**src/rtl/sensor_fast_pkg.sv**
```systemverilog
// Shared widths and state encoding for the sensor_fast path.
// Used by the peak finder and the downstream holding register.
package sensor_fast_pkg;

   localparam int POS_W = 9;
   localparam int VAL_W = 10;

   typedef enum logic [1:0] {
      S_IDLE,
      S_SCAN,
      S_DONE
   } state_e;

endpackage

```
**src/rtl/line_peak_finder.sv**
```systemverilog
// Scans one sensor line and reports the brightest qualifying pixel.
// Presents index/value with a one-cycle latch pulse at end of line.
module line_peak_finder
   import sensor_fast_pkg::*;
#(
   parameter int LINE_LEN = 512,
   parameter int TIMEOUT  = 1023
) (
   input  logic             clk,
   input  logic             rst,
   input  logic             line_start,
   input  logic             pix_valid,
   input  logic [VAL_W-1:0] pix_data,
   input  logic [VAL_W-1:0] threshold,
   output logic [POS_W-1:0] max_pos,
   output logic [VAL_W-1:0] max_val,
   output logic             found,
   output logic             latch,
   output logic             line_err
);

   localparam int TMO_W = $clog2(TIMEOUT + 1);
   localparam logic [POS_W-1:0] LAST_IDX = POS_W'(LINE_LEN - 1);
   localparam logic [TMO_W-1:0] TMO_LAST = TMO_W'(TIMEOUT - 1);

   state_e           state_q,    state_d;
   logic [POS_W-1:0] idx_q,      idx_d;
   logic [VAL_W-1:0] thr_q,      thr_d;
   logic [TMO_W-1:0] tmo_q,      tmo_d;
   logic             hit_q,      hit_d;
   logic [VAL_W-1:0] run_val_q,  run_val_d;
   logic [POS_W-1:0] run_pos_q,  run_pos_d;
   logic [POS_W-1:0] max_pos_q,  max_pos_d;
   logic [VAL_W-1:0] max_val_q,  max_val_d;
   logic             found_q,    found_d;
   logic             latch_q,    latch_d;
   logic             line_err_q, line_err_d;

   logic             beat_start;
   logic             beat_cont;
   logic             base_hit;
   logic [VAL_W-1:0] base_val;
   logic [POS_W-1:0] base_pos;
   logic [POS_W-1:0] cur_idx;
   logic [VAL_W-1:0] cmp_thr;
   logic             qual;
   logic             upd;
   logic             nxt_hit;
   logic [VAL_W-1:0] nxt_val;
   logic [POS_W-1:0] nxt_pos;

   // State register and all datapath flops.
   always_ff @(posedge clk) begin
      if (rst) begin
         state_q    <= S_IDLE;
         idx_q      <= '0;
         thr_q      <= '0;
         tmo_q      <= '0;
         hit_q      <= 1'b0;
         run_val_q  <= '0;
         run_pos_q  <= '0;
         max_pos_q  <= '0;
         max_val_q  <= '0;
         found_q    <= 1'b0;
         latch_q    <= 1'b0;
         line_err_q <= 1'b0;
      end else begin
         state_q    <= state_d;
         idx_q      <= idx_d;
         thr_q      <= thr_d;
         tmo_q      <= tmo_d;
         hit_q      <= hit_d;
         run_val_q  <= run_val_d;
         run_pos_q  <= run_pos_d;
         max_pos_q  <= max_pos_d;
         max_val_q  <= max_val_d;
         found_q    <= found_d;
         latch_q    <= latch_d;
         line_err_q <= line_err_d;
      end
   end

   // Next state, beat acceptance, running peak and end-of-line outputs.
   always_comb begin
      state_d    = state_q;
      idx_d      = idx_q;
      thr_d      = thr_q;
      tmo_d      = tmo_q;
      hit_d      = hit_q;
      run_val_d  = run_val_q;
      run_pos_d  = run_pos_q;
      max_pos_d  = max_pos_q;
      max_val_d  = max_val_q;
      found_d    = found_q;
      latch_d    = 1'b0;
      line_err_d = 1'b0;
      beat_start = 1'b0;
      beat_cont  = 1'b0;

      unique case (state_q)
         S_IDLE, S_DONE: begin
            state_d = S_IDLE;
            if (line_start && pix_valid) begin
               beat_start = 1'b1;
               state_d    = S_SCAN;
            end
         end
         S_SCAN: begin
            if (line_start && pix_valid) begin
               // Restart: drop the partial line, this pixel is index 0.
               beat_start = 1'b1;
               line_err_d = 1'b1;
            end else if (pix_valid) begin
               beat_cont = 1'b1;
            end else if (tmo_q == TMO_LAST) begin
               line_err_d = 1'b1;
               tmo_d      = '0;
               state_d    = S_IDLE;
            end else begin
               tmo_d = tmo_q + TMO_W'(1);
            end
         end
         default: state_d = S_IDLE;
      endcase

      // A starting beat compares against a fresh, empty peak and the live threshold.
      base_hit = beat_start ? 1'b0 : hit_q;
      base_val = beat_start ? '0 : run_val_q;
      base_pos = beat_start ? '0 : run_pos_q;
      cur_idx  = beat_start ? '0 : idx_q;
      cmp_thr  = beat_start ? threshold : thr_q;

      // Strict compare keeps the lowest index on equal values.
      qual    = (pix_data >= cmp_thr);
      upd     = qual && (!base_hit || (pix_data > base_val));
      nxt_hit = base_hit | qual;
      nxt_val = upd ? pix_data : base_val;
      nxt_pos = upd ? cur_idx : base_pos;

      if (beat_start || beat_cont) begin
         hit_d     = nxt_hit;
         run_val_d = nxt_val;
         run_pos_d = nxt_pos;
         idx_d     = cur_idx + POS_W'(1);
         tmo_d     = '0;
      end

      if (beat_start) begin
         thr_d = threshold;
      end

      // End of line is the compare at the last index, never a counter wrap.
      if (beat_cont && (idx_q == LAST_IDX)) begin
         state_d   = S_DONE;
         idx_d     = '0;
         latch_d   = 1'b1;
         found_d   = nxt_hit;
         max_pos_d = nxt_hit ? nxt_pos : '0;
         max_val_d = nxt_hit ? nxt_val : '0;
      end
   end

   assign max_pos  = max_pos_q;
   assign max_val  = max_val_q;
   assign found    = found_q;
   assign latch    = latch_q;
   assign line_err = line_err_q;

endmodule

```
**config.mk**
```make
export PLATFORM = sky130hd
export DESIGN_NAME = line_peak_finder
export DESIGN_NICKNAME = d
export VERILOG_FILES = /design/src/rtl/sensor_fast_pkg.sv /design/src/rtl/line_peak_finder.sv
export SDC_FILE = /design/constraint.sdc
export NUM_CORES = 1
export LEC_CHECK = 0
export ABC_AREA = 0
export BUFFER_PORTS_ARGS = -buffer_cell sky130_fd_sc_hd__clkbuf_2
export CAP_MARGIN = 20
export CELL_PAD_IN_SITES_DETAIL_PLACEMENT = 1
export CELL_PAD_IN_SITES_GLOBAL_PLACEMENT = 1
export CORE_ASPECT_RATIO = 0.6
export CORE_MARGIN = 1.5
export CORE_UTILIZATION = 43
export DETAILED_ROUTE_END_ITERATION = 8
export GPL_TIMING_DRIVEN = 0
export PLACE_DENSITY = 0.82
export SLEW_MARGIN = 40
export SYNTH_ARGS = -nofsm -noshare
export SYNTH_HDL_FRONTEND = slang
export SYNTH_SLANG_ARGS = --single-unit
```
**constraint.sdc**
```tcl
create_clock -name clk -period 5.31 [get_ports clk]
set_clock_uncertainty 0.2 [all_clocks]
set_input_delay 0.7965 -clock clk [delete_from_list [all_inputs] [get_ports clk]]
set_output_delay 0.7965 -clock clk [all_outputs]
set_load 0.03 [all_outputs]
```
==> results of run 1 <==
logic make-up after synthesis:
family / after synthesis / synth area share
AND/OR/NAND/NOR: 125 / 0.175
AO/OA/AOI/OAI: 79 / 0.137
flip-flops: 73 / 0.429
buffers and inverters: 31 / 0.0434
multiplexers: 30 / 0.0919
adder cells (fa/ha/maj): 23 / 0.0846
XOR/XNOR: 15 / 0.0386
layout make-up:
cell class,count,area [um^2]
tap,104,130
multi-input combinational,272,1790
timing repair buffer,44,220
fill,901,3360
buffer,17,95.1
clock inverter,5,77.6
inverter,14,52.6
clock buffer,11,253
sequential,73,1460
worst max-delay path, delay by kind of cell:
kind / cells / cell delay, ns
buf+inv: 6 / 1.21
mux: 2 / 0.46
fa+ha+maj: 1 / 0.29
compound gates: 4 / 0.95
simple gates: 3 / 0.56
metrics by stage:
stage / hold WS, ns / instances / util / total power [mW] / setup slack, ns
3_5_place_dp: 0.240 / 524 / 0.504 / 0.752 / 0.745
6_report: 0.242 / 540 / 0.548 / 1.41 / 1.03
4_1_cts: 0.248 / 540 / 0.548 / 1.42 / 1.02
2_1_floorplan: 0.241 / 376 / - / 0.696 / 1.57
5_1_grt: 0.273 / 540 / 0.548 / 1.46 / 0.724
3_3_place_gp: 0.231 / 524 / 0.504 / 0.741 / 0.780
placed cells by master (no fill, tap or decap), drive strengths merged, types with 9 or more instances in the layout:
cell type / count
dfxtp: 73
clkbuf: 66
nand2: 44
o21ai: 38
nor2: 28
a21oi: 23
ha: 23
mux2i: 20
inv: 14
xor2: 11
mux2: 10
nor3: 9
layer usage:
| metal | wire length [um] | part of all wire | vias up | track usage |
|---|---|---|---|---|
| met5 | 0 | 0 | - | 0 |
| met2 | 4420 | 0.46 | 78 | 0.402 |
| met4 | 82 | 0.0085 | 0 | 0.0623 |
| met3 | 576 | 0.060 | 9 | 0.0653 |
| li1 | - | - | 1425 | - |
| met1 | 4600 | 0.48 | 1447 | 0.326 |
path summary, 6_finish.rpt:
path	start	end	depth (start not counted)
worst max-delay path	pix_valid	max_pos[8]	16
worst min-delay path	max_val[7]	max_val[7]	2
worst max register to register	state_q[0]	max_pos[8]	15
worst min register to register	max_val[7]	max_val[7]	2
flip-flops by register name, indices dropped and copies added, names as in the netlist:
name,cells
tmo_q,10
latch,1
idx_q,9
state_q,2
line_err,1
run_pos_q,9
found,1
thr_q,10
hit_q,1
max_val,10
max_pos,9
run_val_q,10
power breakdown:
part | internal, mW | switching (mW) | total (mW)
clock | 0.435 | 0.231 | 0.666
sequential | 0.562 | 0.0103 | 0.573
combinational | 0.0689 | 0.103 | 0.172
total | 1.07 | 0.345 | 1.41
==> results by stage, run 1 <==
Finish:
- The count of inserted antenna diode cells is 0.
- The area growth from synthesis to layout is 20.0%.
- The total number of nets in the final design is approximately 480.
- The post-route cell area is just over 0.004 mm^2.
- Of the cells placed in the final design, the portion with a size suffix greater than 1 is 0.188.

Worst setup path:
- The class of the most critical setup path is in -> reg.
- The worst endpoint data arrival time is between 4 and 5 ns.
- In this design, the stage delay of the slowest critical-path cell is 0.58 ns.
- The library cell contributing the largest single delay on the critical path is a211oi_2.
- Traced cell by cell, the critical path runs through clkbuf_2 -> nand2_1 -> or2_2 -> buf_2 -> buf_2 -> buf_2 -> mux2i_1 -> ha_1 -> o211ai_1 -> nor3_1 -> o21ai_0 -> a211oi_2 -> buf_6 -> buf_12 -> mux2i_1 -> o21ai_1.
- The largest fanout of any net on the critical path is 10.
- Across all register-to-register paths, the minimum setup slack is roughly 1.2 ns.
- At the worst endpoint, the required time is about 5.3 ns.
- The type of element capturing the critical path is a flip-flop.
- The critical path launch point type is a primary input.
- The most frequent cell on the critical path is buf_2.

Die:
- The vertical die dimension is just over 70 um.
- The horizontal die dimension is 118 um.
- The cell row count is 24.
- For this configuration, the core starts out at a cell density of 0.457.
- The die covers 0.00847 mm^2.
- The core region is around 0.0074 mm^2.
- 46 I/O pins were placed.

Clock tree:
- After clock tree synthesis, the clock-pin slew on the worst setup and hold paths is around 0.05 ns.
- The count of instances resized after the clock tree is built is 0.
- TritonCTS created 9 clock buffers.
- Hold repair after CTS inserted 0 buffers.
- Counting along the longest clock path gives a buffer depth of 2.
- The clock tree from TritonCTS is built.
- CTS built an H-tree with a depth of 3.
- The buffer cell driving the clock tree root is clkbuf_16.
- The source-to-sink clock delay at the later pin of the worst-skew pair is roughly 0.33 ns.
- Counting every sink on the clock net gives 73.
- The number of setup buffers added after CTS is 0.

Synth:
- The fraction of synthesized cell area taken by the top area cell type is 0.429.
- The most common cell in the synthesized netlist is dfxtp_1.
- Counting distinct cell types in the post-synthesis netlist gives 40.
- The cell type with the largest total area after synthesis is dfxtp_1.
- The count of synthesis-stage warnings from yosys is 0.
- Synthesis inferred 73 register bits.
- After synthesis, the most frequently instantiated cells are dfxtp_1 (73), nand2_1 (44), nor2_1 (28).
- The net count after synthesis is approximately 420.
- After technology mapping, the gate count stands at approximately 380.
- Yosys attributes the largest share of cell area to dfxtp_1 (43%), ha_1 (8.5%), mux2i_1 (5.9%), nand2_1 (4.9%), a21oi_1 (3.4%).
- The mean instance size in the synthesized netlist is between 9 and 10 um^2.
- Yosys mapped a number of flops with a built-in enable equal to 0.
- The most common flop cell mapped by yosys is dfxtp_1.
- The cell area after technology mapping is around 0.0034 mm^2.
- Of the synthesized area, sequential elements account for 0.429.
- The share of async-settable or async-resettable flops after synthesis is 0.

Drt:
- After detailed routing, the number of remaining DRC violations is 0.
- In the final routed layout, each cell accounts on average for roughly 18 um.
- The violation count after the first detailed-routing iteration is between 150 and 200.
- For this block, the routed nets add up to 9670 um of wire.
- The detailed router placed 2,959 vias in this run.
- The first detailed-routing pass took 5 iterations.
- The post-detailed-route via-to-cell ratio is 5.48.
- The count of nets left with antenna violations after detail routing is 0.

STA:
- The final count of negative-setup-slack endpoints is 0.
- The maximum clock frequency is between 0.2 and 0.25 GHz.
- The final critical-path required period is between 4 and 5 ns.
- The number of pins exceeding their max-slew limit in the final report is 0.
- The number of hold-slack violations in the final timing report is 0.
- The actual transition at the worst max-transition pin is around 0.80 ns.
- Setup repair after global routing left no endpoint under its margin.
- Measured against its own limit, the worst slew margin works out to 0.460.
- Of the available clock period, the critical path in the final layout requires 0.806.
- The setup TNS is 0 ns.

Global route:
- The initial antenna violation count came to 0.
- The number of global-route vias before repair is around 3,000.
- Across every metal layer, demand over resource in global routing totals 0.245.
- The total overflow reported by the global router is 0.
- The global-route wire length before repair is around 16,000 um.
- Entering global routing, the biggest net connects 13 pins.

Flow run:
- The tool flagged a number of max-cap violations equal to 0.

Placed design:
- Once detailed placement completed, the half-perimeter wirelength came to around 7000 um.
- The count of buffers added on input and output ports is 44.
- The placed standard-cell area is 0.00375 mm^2.
- The routability congestion estimate from global placement is between 0.8 and 0.9.

Pwr:
- The maximum VDD drop is ~0.15 mV.
- The power per unit of standard cell area is between 300 and 400 mW/mm^2.
- The leakage dissipation is ~1.7 nW.

Min path:
- The worst min-delay path class is reg -> reg.

Status:
- The run finished with clean final reports.
Note: power is estimated with default switching activity, not from simulation.
==> run 2, diff against run 1 <==
--- a/config.mk
+++ b/config.mk
@@ -12,10 +12,10 @@
 export CELL_PAD_IN_SITES_GLOBAL_PLACEMENT = 1
 export CORE_ASPECT_RATIO = 0.6
 export CORE_MARGIN = 1.5
-export CORE_UTILIZATION = 43
+export CORE_UTILIZATION = 39
 export DETAILED_ROUTE_END_ITERATION = 8
 export GPL_TIMING_DRIVEN = 0
-export PLACE_DENSITY = 0.82
+export PLACE_DENSITY = 0.79
 export SLEW_MARGIN = 40
 export SYNTH_ARGS = -nofsm -noshare
 export SYNTH_HDL_FRONTEND = slang
==> constraint.sdc (replaced) <==
create_clock -name clk -period 3.62 [get_ports clk]
set_clock_uncertainty 0.2 [all_clocks]
set_input_delay 0.543 -clock clk [delete_from_list [all_inputs] [get_ports clk]]
set_output_delay 0.543 -clock clk [all_outputs]
set_load 0.03 [all_outputs]
==> run 2 against run 1 <==
Non-clock buffer count increased by 3. Sequential power rose by 46%. Wire length down 6.2%. First-iteration DRC count shrank 21%. Sequential share of layout area fell by 0.52 points. Critical path type unchanged.
==> results by stage, run 2 (synthesis gave the netlist of run 1 again) <==
Status:
- The run finished with clean final reports.

STA:
- The worst-case hold slack is 0.239 ns (-0.00249 ns).
- The maximum clock frequency is 0.286 GHz.
- The final critical-path required period is roughly 3.5 ns.
- The number of pins exceeding their max-slew limit in the final report is 0 (unchanged).
- The final count of negative-setup-slack endpoints was 0 (unchanged).
- The setup TNS is 0 ns (unchanged).
- The actual transition at the worst max-transition pin is 0.731 ns (-0.0710 ns).
- The number of hold-slack violations in the final timing report is 0 (unchanged).
- The worst-case headroom to the max-slew limit came to 0.508 (+0.0478).
- In the finished design, the share of the clock period the worst path needs comes to 0.966.

Min path:
- In this run the worst hold path is classified as reg -> reg.
- The critical hold path startpoint is max_val[5].

Finish:
- The count of inserted antenna diode cells was 0 (unchanged).
- The post-route cell area is 0.00414 mm^2 (+1.5%).
- The area growth from synthesis to layout is 21.8%.
- The total number of nets in the final design is 481 (+0.63%).
- The area taken by flip-flops and latches is 0.00146 mm^2 (unchanged).
- The total area of multi-input combinational cells is 0.00183 mm^2 (+2.2%).
- Leaving out fill and tap cells, the most frequent cell in the layout is dfxtp_1.
- The top cell types in the final layout, fill and taps aside, are dfxtp_1 (73), clkbuf_2 (46), nand2_1 (44), nor2_1 (28), ha_1 (23).
- The count of fill cells added during filler insertion is 991 (+10%).
- The final core area utilization is 0.488 (-0.0603).
- The share of post-route cells with drive strength above 1 is 0.205 (+0.0169).
- The filler-free cell count of the finished design came to 551 (+2.0%).

Worst setup path:
- The largest fanout of any net on the critical path is 10 (unchanged).
- The worst endpoint data arrival time was 3.52 ns (-0.76 ns).
- The startpoint of the worst-slack reg-to-reg timing path is state_q[0].
- The most critical setup path has its startpoint at pix_valid.
- The type of element capturing the critical path is a flip-flop.
- The critical path is of the in -> reg type.
- The critical path launch point type is a primary input.
- The required time at the worst-slack endpoint is 3.65 ns (-1.66 ns).

Drt:
- The total wire length is 9070 um (-6.2%).
- The detailed-router iteration count before antenna repair was 4 (-1).
- The post-detailed-route via-to-cell ratio came to 5.23 (-4.6%).
- The count of nets left with antenna violations after detail routing came to 0 (unchanged).
- The DRC violation count after routing is 0 (unchanged).
- The average detailed-routed wire length per instance was 16.5 um (-8.1%).
- The violation count after the first detailed-routing iteration is 152 (-21%).
- The total via count after detailed routing was 2,880 (-2.7%).

Placed design:
- The routability congestion estimate from global placement is 0.850 (+0.13%).
- The final HPWL from detailed placement is 6660 um (-7.1%).
- The quantity of I/O buffers inserted on ports is 44 (unchanged).
- The placed standard-cell area is 0.00376 mm^2 (+0.27%).
- The cell count after placement is 532 (+1.5%).

Die:
- The cell row count came to 26 (+8.3%).
- The vertical die dimension is 75.4 um (+4.8%).
- The top-level I/O count is 46 (unchanged).
- The die footprint is 0.00931 mm^2 (+9.9%).
- The starting density of the core is 0.401 (-0.0562).
- The area of the core is 0.00849 mm^2 (+14%).
- The horizontal die dimension is 124 um (+4.9%).

Clock tree:
- The clock sink total was 73 (unchanged).
- The buffer levels on the longest clock path is 2 (unchanged).
- The clock transition at the register clock pins on the worst setup and hold paths after CTS came to 0.05 ns (about the same).
- The source-to-sink clock delay at the later pin of the worst-skew pair is 0.33 ns (about the same).
- The number of buffers added by the clock tree synthesis step is 9 (unchanged).
- The buffer cell driving the clock tree root is clkbuf_16.
- The clock tree from TritonCTS is built.
- The depth of the CTS H-tree is 3 (unchanged).

Pwr:
- The fraction of power spent switching nets is 0.241 (-0.00350).
- The part of the power in registers is 0.412 (+0.006).
- The combinational share of power is 0.132 (+0.010).
- The design internal power is 1.54 mW (+45%).
- The switching power of the nets is 0.489 mW (+42%).
- The clock network fraction of total power is 0.456 (-0.016).
- The leakage dissipation is 1.75 nW (+0.39%).
- The power per unit of standard cell area is 490 mW/mm^2 (+42%).
- The maximum VDD drop is 0.273 mV (+77%).

Global route:
- The number of global-route vias before repair is 2,896 (-4.5%).
- The initial antenna violation count is 0 (unchanged).
- The total overflow reported by the global router came to 0 (unchanged).
- The overall global routing resource usage is 0.209 (-0.0358).
- The pin count of the biggest net entering global routing was 12 (-1).
- The global-route wire length before repair is 14,400 um (-9.6%).

Flow run:
- The max capacitance violation total came to 0 (unchanged).
## run 2: changes by cell type in the layout (fill, tap and decap cells not counted), moves of 2 or more
cell	delta
buf_2	-3
clkbuf_2	+2
mux2i_2	+2
buf_4	+5
clkbuf_8	-2
clkbuf_1	+2
mux2i_1	-3
## run 2: critical path, cell delays in order
cell      delay, ns
clkbuf_2       0.14
nand2_1        0.12
or2_2          0.43
buf_6          0.19
buf_4          0.18
mux2i_2        0.22
ha_1           0.29
a21o_1         0.18
a21oi_2        0.21
a211oi_2       0.09
buf_4          0.16
buf_4          0.14
and4_2         0.20
buf_4          0.16
a22o_1         0.23
## run 2: power groups by stage
| stage | Combinational [mW] | Sequential (mW) | Clock (mW) |
|---|---|---|---|
| 6_report | 0.268 | 0.838 | 0.925 |
| 5_1_grt | 0.295 | 0.840 | 0.983 |
| 4_1_cts | 0.262 | 0.838 | 0.950 |
| 3_5_place_dp | 0.243 | 0.854 | 0 |
| 3_3_place_gp | 0.233 | 0.853 | 0 |
| 2_1_floorplan | 0.170 | 0.851 | 0 |
## run 2: timing repair
action | CTS | global route
endpoints found under the setup margin | 39 | 38
pin swaps | 1 | 1
hold buffers | 0 | 0
setup buffers | 3 | 1
gates resized for setup | 10 | 4
## run 2: per-stage QoR
step	worst slack, ns	power [mW]
after floorplan	0.134	1.02
after global placement	-0.633	1.09
after detailed placement	-0.677	1.10
after CTS	0.0184	2.05
after global routing	-0.000864	2.12
final	0.124	2.03
## run 2: path summary, 6_finish.rpt
path	endpoint	slack [ns]	cells after the start
min reg2reg	max_val[5]	0.24	2
max	run_pos_q[1]	0.12	15
min	max_val[5]	0.24	2
max reg2reg	run_pos_q[1]	0.13	14
## run 2: cell type report
type	count	area share
clock buffers	13	0.0580
plain buffers	16	0.0245
repair buffers	48	0.0604
clock inverters	3	0.0157
inverters	14	0.0127
flip-flops and latches	73	0.353
multi-input cells	272	0.442
well taps	112	0.0338
## run 2: layer usage
layer / share of wire / global-route usage / vias to the layer above
li1: - / - / 1434
met1: 0.49 / 0.278 / 1382
met2: 0.44 / 0.327 / 53
met3: 0.050 / 0.0644 / 11
met4: 0.013 / 0.0715 / 0
met5: 0 / 0 / -
==> run 3, diff against run 2 <==
--- a/config.mk
+++ b/config.mk
@@ -12,10 +12,11 @@
 export CELL_PAD_IN_SITES_GLOBAL_PLACEMENT = 1
 export CORE_ASPECT_RATIO = 0.6
 export CORE_MARGIN = 1.5
-export CORE_UTILIZATION = 39
+export CORE_UTILIZATION = 41
+export CTS_BUF_LIST = sky130_fd_sc_hd__clkbuf_8
 export DETAILED_ROUTE_END_ITERATION = 8
 export GPL_TIMING_DRIVEN = 0
-export PLACE_DENSITY = 0.79
+export PLACE_DENSITY = 0.82
 export SLEW_MARGIN = 40
 export SYNTH_ARGS = -nofsm -noshare
 export SYNTH_HDL_FRONTEND = slang
==> run 3 against run 2 <==
Total power is 18% lower. Wire length rose by 1.1%. Global-route usage is 1.3 points higher. Utilization grew 1.4 points. Register-to-register slack better by 0.07 ns. Combinational power barely moved. Critical path depth fell by 1. Final area shrank 3.8%. First-iteration DRC count fell by 19%. Sequential share of layout area grew 1.4 points. Flip-flop and latch count is the same. Via count about the same.
==> results by stage, run 3 (synthesis gave the netlist of run 1 again) <==
Drt:
- The detailed-router iteration count before antenna repair is 4 (unchanged).
- The total via count after detailed routing came to 2,882 (+0.069%).
- The count of nets left with antenna violations after detail routing is 0 (unchanged).
- The post-detailed-route via-to-cell ratio is 5.28 (+0.99%).
- The DRC violation count after routing is 0 (unchanged).
- The violation count after the first detailed-routing iteration is 123 (-19%).
- The average detailed-routed wire length per instance is 16.8 um (+2.0%).
- The total wire length is 9170 um (+1.1%).

Finish:
- The post-route cell area is 0.00399 mm^2 (-3.8%).
- The total number of nets in the final design is 481 (unchanged).
- The library cell used most frequently in the layout, excluding fill and tap cells, is dfxtp_1.
- The share of post-route cells with drive strength above 1 is 0.205 (+0.000468).
- The area growth from synthesis to layout is 17.1%.
- The final core area utilization is 0.502 (+0.0135).
- The count of fill cells added during filler insertion is 966 (-2.5%).
- The count of inserted antenna diode cells is 0 (unchanged).
- The library cells used most frequently in the layout, excluding fill and tap cells, are dfxtp_1 (73), clkbuf_2 (46), nand2_1 (44), nor2_1 (28), ha_1 (23).

STA:
- The final period utilization is 0.944 (-0.0215).
- The worst-case hold slack is 0.245 ns (+0.00569 ns).
- The worst-case headroom to the max-slew limit was 0.497 (-0.0105).
- The final count of negative-setup-slack endpoints is 0 (unchanged).
- Setup repair after global routing left no endpoint under its margin.
- The number of hold-slack violations in the final timing report is 0 (unchanged).
- The actual transition at the worst max-transition pin was 0.746 ns (+0.0155 ns).
- The maximum clock frequency is 0.293 GHz (+2.3%).
- The number of pins exceeding their max-slew limit in the final report came to 0 (unchanged).
- The final worst setup slack is 0.202 ns (+0.0777 ns).
- The final critical-path required period was 3.42 ns (-0.0777 ns).

Die:
- The horizontal die dimension is 121 um (-2.4%).
- The die footprint is 0.00887 mm^2 (-4.7%).
- The area of the core is 0.00795 mm^2 (-6.4%).
- The starting density of the core is 0.428 (+0.0275).
- The top-level I/O count came to 46 (unchanged).
- The cell row count is 25 (-3.8%).
- The vertical die dimension came to 73.6 um (-2.4%).

Pwr:
- The total power is 1.66 mW (-18%).
- The leakage dissipation was 1.70 nW (-3.3%).
- The power per unit of standard cell area is 416 mW/mm^2 (-15%).
- The maximum VDD drop came to 0.164 mV (-40%).

Flow run:
- The max capacitance violation total is 0 (unchanged).

Min path:
- The worst min-delay path class is reg -> reg.

Clock tree:
- The depth of the CTS H-tree is 3 (unchanged).
- The buffer levels on the longest clock path is 2 (unchanged).
- The clock sink total was 73 (unchanged).
- The number of buffers added by the clock tree synthesis step is 9 (unchanged).
- The clock transition at the register clock pins on the worst setup and hold paths after CTS is 0.07 ns (+0.02 ns).
- The cell sitting at the root of the clock tree is a clkbuf_8.
- The source-to-sink clock delay at the later pin of the worst-skew pair is 0.36 ns (+0.03 ns).
- The clock tree from TritonCTS is built.

Worst setup path:
- The critical path launch point type is a flip-flop.
- STA classifies the critical path endpoint as a flip-flop.
- The required time at the worst-slack endpoint is 3.67 ns (+0.02 ns).
- The largest fanout of any net on the critical path came to 10 (unchanged).
- The class of the most critical setup path is reg -> reg.
- The worst endpoint data arrival time is 3.47 ns (-0.05 ns).

Placed design:
- The final HPWL from detailed placement was 6770 um (+1.6%).
- The pre-CTS worst setup slack is -0.639 ns (+0.0382 ns).
- The routability congestion estimate from global placement was 0.870 (+2.4%).
- The placed standard-cell area is 0.00376 mm^2 (-0.13%).
- The quantity of I/O buffers inserted on ports is 44 (unchanged).

Global route:
- The overall global routing resource usage is 0.222 (+0.0129).
- The initial antenna violation count is 0 (unchanged).
- The pin count of the biggest net entering global routing is 12 (unchanged).
- The global-route wire length before repair came to 14,900 um (+3.9%).
- The total overflow reported by the global router is 0 (unchanged).
- The number of global-route vias before repair is 2,945 (+1.7%).

Status:
- The flow ran to the end, and the final reports show no timing, DRC or antenna violations.
-- run 3: critical path, stage by stage, from the launching register on --
cell      delay, ns
dfxtp_1        0.36
and2_1         0.19
or2_4          0.22
buf_6          0.19
clkbuf_4       0.23
mux2i_2        0.27
ha_1           0.28
a21o_1         0.18
a21oi_2        0.20
a211oi_2       0.09
buf_4          0.16
buf_4          0.15
and4_2         0.20
buf_4          0.16
a22o_1         0.23
-- run 3: per-layer routing --
layer  up-vias  wire length [um]  track usage
met3         7               557       0.0784
li1       1433                 -            -
met1      1387              4450        0.301
met5         -                 0            0
met4         0                51       0.0405
met2        55              4110        0.347
-- run 3: area by class of cell --
type | instances | area, um^2 | share of cell area
inverters | 14 | 52.6 | 0.0132
clock buffers | 10 | 138 | 0.0345
plain buffers | 16 | 101 | 0.0254
multi-input cells | 272 | 1820 | 0.457
repair buffers | 48 | 250 | 0.0628
flip-flops and latches | 73 | 1460 | 0.367
clock inverters | 5 | 25.0 | 0.00628
well taps | 108 | 135 | 0.0339
-- run 3: power breakdown --
group	switching, mW	internal (mW)
clock	0.295	0.256
sequential	0.0125	0.824
combinational	0.155	0.114
-- run 3: path summary, 6_finish.rpt --
| check | from | endpoint | slack, ns | cells past startpoint |
|---|---|---|---|---|
| worst max register to register | state_q[0] | run_pos_q[4] | 0.20 | 14 |
| worst max-delay path | state_q[0] | run_pos_q[4] | 0.20 | 14 |
| worst min-delay path | found | found | 0.24 | 2 |
| worst min register to register | found | found | 0.24 | 2 |
-- run 3: timing repair --
item	CTS	global route
buffers inserted	2	1
cloned	0	1
pin swaps	1	1
setup endpoints to repair	39	39
gates resized for setup	5	10
hold buffers	0	0
-- run 3: per-stage QoR --
step	instances	setup TNS [ns]
after floorplan	376	0
after global placement	528	-18.88
after detailed placement	528	-19.50
after CTS	545	0
after global routing	546	0
final	546	0
